==> src/rtl/config_bank_programmer_if.sv <==
// Stream and bitline/wordline bundle between the bitstream loader and the bank programmer.
// The master side feeds chunks and commands; the slave side drives the tile's bl/wl configuration ports.
interface config_bank_programmer_if #(
  parameter int NUM_BL  = 66,
  parameter int NUM_WL  = 66,
  parameter int CHUNK_W = 6
) ();

  logic               start;
  logic               abort;
  logic               in_valid;
  logic [CHUNK_W-1:0] in_data;
  logic               in_ready;
  logic [0:NUM_BL-1]  bl;
  logic [0:NUM_WL-1]  wl;
  logic               busy;
  logic               done;

  modport master (
    output start,
    output abort,
    output in_valid,
    output in_data,
    input  in_ready,
    input  bl,
    input  wl,
    input  busy,
    input  done
  );

  modport slave (
    input  start,
    input  abort,
    input  in_valid,
    input  in_data,
    output in_ready,
    output bl,
    output wl,
    output busy,
    output done
  );

endinterface

==> src/rtl/config_bank_programmer.sv <==
// Memory-bank configuration writer: assembles one bitline word per row from a chunked stream,
// then frames a wordline pulse with setup/hold so wl is never high while bl moves.
module config_bank_programmer #(
  parameter int NUM_BL    = 66,
  parameter int NUM_WL    = 66,
  parameter int CHUNK_W   = 6,
  parameter int SETUP_CYC = 1,
  parameter int PULSE_CYC = 2,
  parameter int HOLD_CYC  = 1
) (
  input logic                    clk,
  input logic                    reset,
  config_bank_programmer_if.slave bus
);

  localparam int NUM_CHUNKS = NUM_BL / CHUNK_W;
  localparam int CHUNK_CW   = (NUM_CHUNKS > 1) ? $clog2(NUM_CHUNKS) : 1;
  localparam int ROW_W      = (NUM_WL > 1) ? $clog2(NUM_WL) : 1;
  localparam int MAX_SP     = (SETUP_CYC > PULSE_CYC) ? SETUP_CYC : PULSE_CYC;
  localparam int MAX_CYC    = (MAX_SP > HOLD_CYC) ? MAX_SP : HOLD_CYC;
  localparam int TIMER_W    = $clog2(MAX_CYC + 1);

  localparam logic [CHUNK_CW-1:0] LAST_CHUNK = CHUNK_CW'(NUM_CHUNKS - 1);
  localparam logic [ROW_W-1:0]    LAST_ROW   = ROW_W'(NUM_WL - 1);
  localparam logic [TIMER_W-1:0]  SETUP_LAST = TIMER_W'(SETUP_CYC - 1);
  localparam logic [TIMER_W-1:0]  PULSE_LAST = TIMER_W'(PULSE_CYC - 1);
  localparam logic [TIMER_W-1:0]  HOLD_LAST  = TIMER_W'(HOLD_CYC - 1);

  localparam logic [2:0] S_IDLE  = 3'd0;
  localparam logic [2:0] S_LOAD  = 3'd1;
  localparam logic [2:0] S_SETUP = 3'd2;
  localparam logic [2:0] S_PULSE = 3'd3;
  localparam logic [2:0] S_HOLD  = 3'd4;
  localparam logic [2:0] S_DONE  = 3'd5;

  logic [2:0]          state_q, state_d;
  logic [ROW_W-1:0]    row_q, row_d;
  logic [CHUNK_CW-1:0] chunk_q, chunk_d;
  logic [TIMER_W-1:0]  timer_q, timer_d;
  logic [0:NUM_BL-1]   shadow_q, shadow_d;
  logic [0:NUM_BL-1]   bl_q, bl_d;
  logic [0:NUM_WL-1]   wl_q, wl_d;
  logic                busy_q, busy_d;
  logic                done_q, done_d;

  always_comb begin
    state_d  = state_q;
    row_d    = row_q;
    chunk_d  = chunk_q;
    timer_d  = timer_q;
    shadow_d = shadow_q;
    bl_d     = bl_q;
    wl_d     = wl_q;
    done_d   = 1'b0;

    case (state_q)
      S_IDLE: begin
        if (bus.start) begin
          state_d = S_LOAD;
          row_d   = '0;
          chunk_d = '0;
          timer_d = '0;
        end
      end

      S_LOAD: begin
        if (bus.in_valid) begin
          for (int c = 0; c < NUM_CHUNKS; c++) begin
            if (chunk_q == CHUNK_CW'(c)) begin
              for (int k = 0; k < CHUNK_W; k++) begin
                shadow_d[c*CHUNK_W + k] = bus.in_data[k];
              end
            end
          end
          // bl takes the completed word (including this last chunk) as SETUP begins
          if (chunk_q == LAST_CHUNK) begin
            chunk_d = '0;
            timer_d = '0;
            bl_d    = shadow_d;
            state_d = S_SETUP;
          end else begin
            chunk_d = chunk_q + 1'b1;
          end
        end
      end

      S_SETUP: begin
        if (timer_q == SETUP_LAST) begin
          timer_d = '0;
          state_d = S_PULSE;
          for (int r = 0; r < NUM_WL; r++) begin
            wl_d[r] = (row_q == ROW_W'(r));
          end
        end else begin
          timer_d = timer_q + 1'b1;
        end
      end

      S_PULSE: begin
        if (timer_q == PULSE_LAST) begin
          timer_d = '0;
          wl_d    = '0;
          state_d = S_HOLD;
        end else begin
          timer_d = timer_q + 1'b1;
        end
      end

      S_HOLD: begin
        if (timer_q == HOLD_LAST) begin
          timer_d = '0;
          bl_d    = '0;
          if (row_q == LAST_ROW) begin
            state_d = S_DONE;
            done_d  = 1'b1;
          end else begin
            row_d   = row_q + 1'b1;
            state_d = S_LOAD;
          end
        end else begin
          timer_d = timer_q + 1'b1;
        end
      end

      S_DONE: begin
        state_d = S_IDLE;
        row_d   = '0;
      end

      default: begin
        state_d = S_IDLE;
        row_d   = '0;
        chunk_d = '0;
        timer_d = '0;
        bl_d    = '0;
        wl_d    = '0;
      end
    endcase

    // abort outranks start and any pending handshake, and drops the partial word
    if (bus.abort) begin
      state_d  = S_IDLE;
      row_d    = '0;
      chunk_d  = '0;
      timer_d  = '0;
      shadow_d = '0;
      bl_d     = '0;
      wl_d     = '0;
      done_d   = 1'b0;
    end

    busy_d = (state_d != S_IDLE);
  end

  always_ff @(posedge clk or posedge reset) begin
    if (reset) begin
      state_q  <= S_IDLE;
      row_q    <= '0;
      chunk_q  <= '0;
      timer_q  <= '0;
      shadow_q <= '0;
      bl_q     <= '0;
      wl_q     <= '0;
      busy_q   <= 1'b0;
      done_q   <= 1'b0;
    end else begin
      state_q  <= state_d;
      row_q    <= row_d;
      chunk_q  <= chunk_d;
      timer_q  <= timer_d;
      shadow_q <= shadow_d;
      bl_q     <= bl_d;
      wl_q     <= wl_d;
      busy_q   <= busy_d;
      done_q   <= done_d;
    end
  end

  assign bus.in_ready = (state_q == S_LOAD);
  assign bus.bl       = bl_q;
  assign bus.wl       = wl_q;
  assign bus.busy     = busy_q;
  assign bus.done     = done_q;

endmodule

==> src/flat_wrapper.sv <==
// flat-port wrapper written by rule: the top's interface ports become plain ports
module config_bank_programmer_flat 
#(
  parameter int NUM_BL    = 66,
  parameter int NUM_WL    = 66,
  parameter int CHUNK_W   = 6,
  parameter int SETUP_CYC = 1,
  parameter int PULSE_CYC = 2,
  parameter int HOLD_CYC  = 1
)
  (clk, reset, bus_start, bus_abort, bus_in_valid, bus_in_data, bus_in_ready, bus_bl, bus_wl, bus_busy, bus_done);
  config_bank_programmer_if #(.NUM_BL(NUM_BL), .NUM_WL(NUM_WL), .CHUNK_W(CHUNK_W)) bus_i ();
  input logic clk;
  input logic reset;
  input wire logic [$bits(bus_i.start)-1:0] bus_start;
  input wire logic [$bits(bus_i.abort)-1:0] bus_abort;
  input wire logic [$bits(bus_i.in_valid)-1:0] bus_in_valid;
  input wire logic [$bits(bus_i.in_data)-1:0] bus_in_data;
  output wire logic [$bits(bus_i.in_ready)-1:0] bus_in_ready;
  output wire logic [$bits(bus_i.bl)-1:0] bus_bl;
  output wire logic [$bits(bus_i.wl)-1:0] bus_wl;
  output wire logic [$bits(bus_i.busy)-1:0] bus_busy;
  output wire logic [$bits(bus_i.done)-1:0] bus_done;
  assign bus_i.start = bus_start;
  assign bus_i.abort = bus_abort;
  assign bus_i.in_valid = bus_in_valid;
  assign bus_i.in_data = bus_in_data;
  assign bus_in_ready = bus_i.in_ready;
  assign bus_bl = bus_i.bl;
  assign bus_wl = bus_i.wl;
  assign bus_busy = bus_i.busy;
  assign bus_done = bus_i.done;
  config_bank_programmer #(.NUM_BL(NUM_BL), .NUM_WL(NUM_WL), .CHUNK_W(CHUNK_W), .SETUP_CYC(SETUP_CYC), .PULSE_CYC(PULSE_CYC), .HOLD_CYC(HOLD_CYC)) u_core (.clk(clk), .reset(reset), .bus(bus_i));
endmodule
==> config.mk <==
export PLATFORM = sky130hd
export DESIGN_NAME = config_bank_programmer_flat
export DESIGN_NICKNAME = d
export VERILOG_FILES = /design/src/rtl/config_bank_programmer_if.sv /design/src/rtl/config_bank_programmer.sv /design/src/flat_wrapper.sv
export SDC_FILE = /design/constraint.sdc
export NUM_CORES = 1
export LEC_CHECK = 0
export BUFFER_PORTS_ARGS = -buffer_cell sky130_fd_sc_hd__buf_2
export CAP_MARGIN = 20
export CORE_MARGIN = 2
export CORE_UTILIZATION = 31
export DETAILED_ROUTE_END_ITERATION = 7
export GPL_ROUTABILITY_DRIVEN = 0
export SYNTH_ARGS = -nofsm -noshare
export SYNTH_HDL_FRONTEND = slang
export SYNTH_SLANG_ARGS = --single-unit
==> constraint.sdc <==
create_clock -name clk -period 14.26 [get_ports clk]
set_input_delay 2.852 -clock clk [delete_from_list [all_inputs] [get_ports clk]]
set_output_delay 2.852 -clock clk [all_outputs]
set_load 0.01 [all_outputs]
==> key figures <==
Detailed routing
  • Overall routed net length: 24.9 mm
  • DR vias/cell: 5.27
  • Via count: 7204
  • DRT Pass-1 Iters: 7
  • Initial DRC count: 572
  • DRC errors left: 0
  • WL per Instance: 18.2 um
  • Post-DRT Antenna Nets: 0

Setup path
  • Critical Path Sink Type: flip-flop
  • CP Max Fanout: 66
  • Worst Path Class, Setup: in -> reg
  • CP Data Arrival Time: 5370 ps
  • Setup crit start kind: input pin
  • Critical path required time: 14660 ps

Synth
  • Post-synthesis register bit count: 210
  • Commonest cells post-synth: dfrtp_1, nand3_1, mux2i_1
  • Mean cell area of the mapped netlist: 11.4 um^2
  • Dominant synthesized flop cell: dfrtp_1
  • Cell accounting for the most synthesized area: dfrtp_1
  • Yosys top cell area share: 0.539
  • Most frequent cell after synthesis: dfrtp_1
  • Syn. warnings: 0
  • Syn_nets: 870
  • Sequential element share of the synthesized area: 0.539
  • Post-synth ARST share: 1.00
  • Post-Synthesis Cells: around 850
  • Top cells by area, synth: dfrtp_1, mux2i_1, nand3_1
  • Unique masters post-synth: 60
  • Post-synth EDFFs: 0
  • Synthesized area: 9750 um^2

STA
  • Final setup viols: 0
  • Slew Limit Fails: 0
  • Unrepaired setup endpoints after global routing: no
  • Slew @ Worst Pin: 1090 ps
  • TNS Setup: 0 ps
  • Max-Slew Margin vs Limit: 0.273
  • Worst Skew: 23.8 ps
  • Count of final hold-check violations: 0
  • Minimum clock period: roughly 5000 ps
  • Final period util: 0.348
  • Achievable Freq: slightly above 200 MHz
  • WHS: 469 ps

CTS
  • Clock Path Buffers: 3
  • Clk sinks: 210
  • Clock transition at path regs: 60 ps
  • Htree depth: 1
  • Clock Latency Late Sink: around 530 ps
  • Post-CTS sizing: 0
  • Hold buffers post-CTS: 0
  • CTS tree: done
  • Setup bufs post-CTS: 0
  • Clock root buffer master: clkbuf_16
  • CTS Buf Count: 23

Floorplanning
  • Rows: 64
  • Starting Density: 0.317
  • Die footprint: 32900 um^2
  • IO Pins: 146
  • Die span in y: between 150 and 200 um
  • DIE WIDTH: roughly 180 um
  • Total core area: 30700 um^2

Cells and area
  • FILL cells: a little over 3000
  • Finished Layout Cells: 1367
  • Syn-to-layout area delta: 18.6%
  • Final nets: 972
  • Final core utilization: 0.376
  • Footprint of the multi-input gates: ~4000 um^2
  • Diode count: 0
  • Cell area after layout: 11600 um^2
  • Sequential standard cell area: 5260 um^2
  • Share of cells above drive strength 1: 0.279

GRT
  • Gr ovfl total: 0
  • Largest net degree at the start of global routing: 131
  • First-pass GRT wire length: roughly 40 mm
  • Total global-route track usage: 0.149
  • Initial antenna violation count: 1
  • Vias in the first global route: 6936

Hold path
  • Hold Crit Class: reg -> reg

Place
  • Cells after DPL: 1324
  • Hpwl dp: between 15 and 20 mm
  • PortBufs: around 150
  • Area post-placement: around 11000 um^2

Pwr
  • P_sw: 310 uW
  • Flop pwr share: 0.465
  • Max rail drop VDD: 76.7 uV
  • Logic pwr share: 0.056
  • PD cells: ~110 nW/um^2
  • Clock power frac: 0.479
  • Switching fraction of total power: 0.236
  • Cell Int Power: 1.00 mW
  • LEAKAGE: 5.45 nW

Status
  • Outcome: finished clean

Run
  • Total of max-cap violations: 0
==> cell families (layout without fill, tap and decap cells) <==
family          count (synthesis)  count (layout)  synth area share
xor+xnor                        1               1          0.000898
fa+ha+maj                       7               7           0.00898
buf+inv                        90             209            0.0430
simple gates                  244             244             0.142
flops                         210             210             0.539
compound gates                196             196             0.155
mux                           104             104             0.111
==> power groups by stage <==
| stage | Sequential (mW) | Combinational, mW | Clock, mW |
|---|---|---|---|
| floorplan | 0.617 | 0.0567 | 0 |
| global placement | 0.621 | 0.0740 | 0 |
| detailed placement | 0.621 | 0.0743 | 0 |
| CTS | 0.610 | 0.0744 | 0.642 |
| global route | 0.611 | 0.0817 | 0.663 |
| finish | 0.610 | 0.0737 | 0.628 |
==> layout by cell type (no fill, tap or decap), types with 8 or more instances in the layout <==
cell       count
mux2_2        34
nand3_1       94
a22o_1        42
nand2_1       41
clkbuf_16     23
o2bb2ai_1     24
o31ai_1       58
nor2_1        54
o31ai_2       10
mux2i_1       68
o21ai_0       14
buf_4         12
buf_2        145
a21oi_1       25
clkbuf_8       8
dfrtp_1      210
==> sequential cells by signal (all words and copies together) (netlist names) <==
register,cells
u_core.bus.bl,66
u_core.bus.busy,1
u_core.bus.done,1
u_core.bus.wl,66
u_core.chunk_q,4
u_core.row_q,7
u_core.shadow_q,60
u_core.state_q,3
u_core.timer_q,2
==> area by class of cell <==
| type | count | area share |
|---|---|---|
| Inverter | 9 | 0.00357 |
| Sequential cell | 210 | 0.454 |
| Tap cell | 396 | 0.0428 |
| Timing Repair Buffer | 158 | 0.0729 |
| Clock buffer | 34 | 0.0603 |
| Clock inverter | 8 | 0.00985 |
| Multi-Input combinational cell | 552 | 0.356 |
==> final timing paths <==
kind,from,endpoint,slack [ps],cells past startpoint
max in group asynchronous,reset,u_core.shadow_q[4],10400,4
worst max register to register,u_core.state_q[0],u_core.bus.wl[3],11260,6
worst max-delay path,bus_abort,u_core.bus.wl[3],9290,7
worst min register to register,u_core.bus.wl[63],u_core.bus.wl[63],470,1
min in group asynchronous,reset,u_core.bus.done,2520,2
worst min-delay path,u_core.bus.wl[63],u_core.bus.wl[63],470,1
==> per-layer routing <==
metal | part of all wire | track usage | vias to the layer above
met5 | 0.00064 | 0 | -
met4 | 0.020 | 0.0348 | 2
met3 | 0.057 | 0.0259 | 30
met2 | 0.45 | 0.231 | 219
met1 | 0.47 | 0.217 | 3600
li1 | - | - | 3353
==> through the flow <==
stage          total power [mW]  worst slack (ps)
2_1_floorplan             0.674              5670
3_3_place_gp              0.695              8760
3_5_place_dp              0.695              8710
4_1_cts                    1.33              9260
5_1_grt                    1.36              9070
6_report                   1.31              9290
==> worst max-delay path, cell delays in order <==
cell and delay, ps:
buf_2 360, buf_4 630, clkinv_1 140, buf_4 360
and2_2 270, buf_4 330, o31ai_1 370
Note: power is estimated with default switching activity, not from simulation.
